===== config.mk =====
export PLATFORM = sky130hd
export DESIGN_NAME = ring_osc_freq_meter
export DESIGN_NICKNAME = d
export VERILOG_FILES = /design/src/rtl/ring_osc_freq_meter.sv
export SDC_FILE = /design/constraint.sdc
export NUM_CORES = 1
export LEC_CHECK = 0
export ABC_AREA = 1
export CORE_MARGIN = 2
export CORE_UTILIZATION = 45
export CTS_CLUSTER_SIZE = 30
export DETAILED_ROUTE_END_ITERATION = 10
export HOLD_SLACK_MARGIN = 0.15
export MAX_ROUTING_LAYER = met4
export PLACE_DENSITY = 0.76
export SYNTH_ARGS = -nofsm -noshare
export SYNTH_HDL_FRONTEND = slang
export SYNTH_SLANG_ARGS = --single-unit

===== constraint.sdc =====
create_clock -name clk -period 2.1 [get_ports clk]
set_input_delay 0.42 -clock clk [delete_from_list [all_inputs] [get_ports clk]]
set_output_delay 0.42 -clock clk [all_outputs]
set_load 0.02 [all_outputs]

===== src/rtl/ring_osc_freq_meter.sv =====
// Ring-oscillator frequency meter: synchronizes osc_in and counts its rising
// edges over a fixed gate window of clk cycles, reporting a saturating count.
module ring_osc_freq_meter #(
  parameter int unsigned GATE_CYCLES = 1000,
  parameter int unsigned CNT_W       = 16,
  parameter int unsigned SYNC_STAGES = 2
) (
  input  logic             clk,
  input  logic             rst,
  input  logic             osc_in,
  input  logic             start,
  input  logic             continuous,
  output logic             busy,
  output logic             valid,
  output logic [CNT_W-1:0] count,
  output logic             overflow
);

  localparam int unsigned TMR_W = (GATE_CYCLES > 1) ? $clog2(GATE_CYCLES) : 1;
  localparam logic [TMR_W-1:0] TMR_LAST = TMR_W'(GATE_CYCLES - 1);

  typedef enum logic [1:0] {
    S_IDLE,
    S_ARM,
    S_MEASURE,
    S_DONE
  } state_t;

  state_t                 state, state_nxt;
  logic [SYNC_STAGES-1:0] sync;
  logic                   prev;
  logic                   rise_c;
  logic [CNT_W-1:0]       edge_cnt, edge_cnt_nxt;
  logic                   ovf_flag, ovf_flag_nxt;
  logic [TMR_W-1:0]       gate_tmr, gate_tmr_nxt;

  // Synchronizer chain plus history flop for rising-edge detection
  always_ff @(posedge clk or posedge rst) begin
    if (rst) begin
      sync <= '0;
      prev <= 1'b0;
    end else begin
      sync <= {sync[SYNC_STAGES-2:0], osc_in};
      prev <= sync[SYNC_STAGES-1];
    end
  end

  assign rise_c = sync[SYNC_STAGES-1] & ~prev;

  // Next-state and window datapath
  always_comb begin
    state_nxt    = state;
    edge_cnt_nxt = edge_cnt;
    ovf_flag_nxt = ovf_flag;
    gate_tmr_nxt = gate_tmr;
    case (state)
      S_IDLE: begin
        if (start) state_nxt = S_ARM;
      end
      S_ARM: begin
        edge_cnt_nxt = '0;
        ovf_flag_nxt = 1'b0;
        gate_tmr_nxt = '0;
        state_nxt    = S_MEASURE;
      end
      S_MEASURE: begin
        gate_tmr_nxt = gate_tmr + TMR_W'(1);
        if (rise_c) begin
          if (edge_cnt == '1) ovf_flag_nxt = 1'b1;
          else                edge_cnt_nxt = edge_cnt + CNT_W'(1);
        end
        // The last cycle's edge is still counted before leaving
        if (gate_tmr == TMR_LAST) state_nxt = S_DONE;
      end
      S_DONE: begin
        state_nxt = continuous ? S_ARM : S_IDLE;
      end
      default: state_nxt = S_IDLE;
    endcase
  end

  // State, window registers and registered outputs
  always_ff @(posedge clk or posedge rst) begin
    if (rst) begin
      state    <= S_IDLE;
      edge_cnt <= '0;
      ovf_flag <= 1'b0;
      gate_tmr <= '0;
      busy     <= 1'b0;
      valid    <= 1'b0;
      count    <= '0;
      overflow <= 1'b0;
    end else begin
      state    <= state_nxt;
      edge_cnt <= edge_cnt_nxt;
      ovf_flag <= ovf_flag_nxt;
      gate_tmr <= gate_tmr_nxt;
      busy     <= (state_nxt != S_IDLE);
      valid    <= (state_nxt == S_DONE);
      if (state == S_MEASURE && state_nxt == S_DONE) begin
        count    <= edge_cnt_nxt;
        overflow <= ovf_flag_nxt;
      end
    end
  end

endmodule


==> reports/results.tsv <==
metric	value	unit
Worst path max stage delay	0.38	ns
Syn-to-layout area delta	18.2	%
fmax	0.532	GHz
Critical Path, Cell by Cell	inv_1 -> ha_1 -> inv_4 -> nor2_8 -> inv_4 -> nor2_4 -> nand3_1 -> o21ai_0 -> nor2_1 -> nand2_1 -> nand2_1	
# H-tree levels	2	
CP Data Required Time	2.30	ns
leakage	1.47	nW
DRC Markers	0	
DRT Wirelength	5.35	mm
PostCTS Resize Cnt	0	
port bufs	23	
CP Max Fanout	10	
status	finished clean	
CTS tree	done	
VDD IR-drop max	0.408	mV
number of synthesized flops with an enable pin	0	
Setup CP Type	reg2reg	
max_slew headroom	75.8	%
Max Slew Vio Count	0	
Synth Area per Inst	7.96	µm²
Worst Setup Start Kind	flip-flop	
Final Hold Vio Count	0	
Seq/Total Area, Yosys	50.7	%
1st-iter DRT viols	126	
Largest delay share family, worst path	simple AND/OR/NAND/NOR gates	
clk_skew	0.00261	ns
crit share post-route	89.5	%
fin nets	357	
die area	6200	µm²
setup_tns	0	ns
synthesized instance count	316	
share of flip-flops with an asynchronous set or reset	100	%
root buf cell	clkbuf_8	
Setup violations, final	0	
Final HPWL DP	3.87	mm
Clock Path Buffers	2	
Core Box Area	5440	µm²
Hold-fix buffers, CTS	0	
DRT Pass-1 Iters	4	
Worst Hold Class	reg2reg	
number of global-route vias before repair	2025	
CTS buffer count	5	
GP Congestion	0.927	
YS warnings	0	
Crit path arrival time	2.08	ns
Initial Util	46.2	%
per-cell routed wire length	12.7	µm
CP endpoint kind	flip-flop	
CTS Sinks	51	
number of diodes	0	
share of cells above drive strength 1	8.05	%
Synth Flop Type	dfrtp_1	
max cap viols	0	
Post-Syn Area	2510	µm²
Slowest cell on crit path	dfrtp_1	
syn nets	326	
DR vias/cell	4.96	
total I/O pin count	24	
die extent in x	78.8	µm
pwr/cell area	667	nW/µm²
RSZ-0062 raised after global routing	false	
Post-CTS Setup Bufs	0	
Cell Rows	27	
initial antenna violation count	0	
total number of vias	2085	
die height	78.8	µm
Power Total	1.98	mW
worst-margin pin slew	0.363	ns
clk_lat worst skew	0.30	ns
pin count of the biggest net entering global routing	52	
gr ovfl total	0	
first-pass GRT wire length	9.45	mm
all-layer global routing usage	20.3	%
Detail Route Antenna Nets	0	
Worst Path Buf+Inv	3	
clk slew on worst S/H paths	0.09	ns
synth unique cells	31	
min Tclk post-route	1.88	ns
#FFs+latches synth	51	
==> stage by stage <==
stage	instance area (µm²)	util (%)	cells	setup slack, ns	hold slack, ns
2_1_floorplan	2510	-	316	0.279	0.331
3_3_place_gp	2870	52.7	412	0.333	0.332
3_5_place_dp	2870	52.7	412	0.214	0.335
4_1_cts	2970	54.6	420	0.195	0.356
5_1_grt	2970	54.7	420	0.0217	0.378
6_report	2970	54.7	420	0.220	0.355
==> registers in the layout, indices dropped and copies added, names as in the netlist, 2 cells and up <==
signal / count
count: 16
edge_cnt: 16
gate_tmr: 10
state: 2
sync: 2
==> cell usage after synthesis (3+ instances only) <==
master    instances  share of area (%)
nor3_1            5               0.99
dfrtp_1          51                 51
nor2_2            3               0.75
o21ai_0           5               0.99
nand3b_1          3               0.90
nand2_1         103                 15
nor2_4            3                1.3
a21oi_1          15                3.0
buf_2             4               0.80
o21ai_1           4               0.80
nand4_1           8                2.0
inv_1            34                5.1
ha_1              5                2.5
nor2_1           29                4.3
nand3_1          25                5.0
==> final cells by class <==
class | instances | area [µm²]
clock buffer | 8 | 100
multi-input combinational | 223 | 1070
sequential | 51 | 1280
fill | 521 | 2470
tap | 72 | 90.1
timing repair buffer | 29 | 288
inverter | 37 | 148
==> cell families after synthesis <==
kind of cell | Yosys count | share of synthesized area, %
flip-flops | 51 | 50.7
AO/OA/AOI/OAI | 30 | 6.57
AND/OR/NAND/NOR | 187 | 33.2
buffers and inverters | 42 | 6.67
adder cells (fa/ha/maj) | 5 | 2.49
XOR/XNOR | 1 | 0.348
==> routing by layer <==
metal | global-route usage [%] | part of all wire, %
met1 | 28.5 | 50
met2 | 30.1 | 45
met3 | 3.41 | 2.8
met4 | 7.19 | 1.6
met5 | - | 0
==> report_power, final <==
| part | internal (mW) | switching, mW |
|---|---|---|
| combinational | 0.0951 | 0.174 |
| clock | 0.301 | 0.310 |
| sequential | 1.04 | 0.0629 |
| total | 1.44 | 0.547 |
==> worst paths after layout <==
path	startpoint	slack, ns	endpoint	cells past startpoint
worst max-delay path	state[0]$_DFF_PP0_	0.22	count[5]$_DFFE_PP0P_	11
worst min-delay path	sync[0]$_DFF_PP0_	0.35	sync[1]$_DFF_PP0_	0
worst max register to register	state[0]$_DFF_PP0_	0.22	count[5]$_DFFE_PP0P_	11
worst min register to register	sync[0]$_DFF_PP0_	0.35	sync[1]$_DFF_PP0_	0
max in group asynchronous	rst	1.40	edge_cnt[11]$_DFF_PP0_	3
min in group asynchronous	rst	0.46	edge_cnt[14]$_DFF_PP0_	3
==> placed cells by master (no fill, tap or decap), drive strengths merged, types with 5 or more instances in the layout <==
master and count:
o21ai 10, nand3 25, buf 6, clkbuf 8, inv 36, nor2 36, dfrtp 51, nand4 8
nand2 104, a21oi 15, nor3 5, clkdlybuf4s50 23, ha 5
Power figures use the tool's default switching activity.
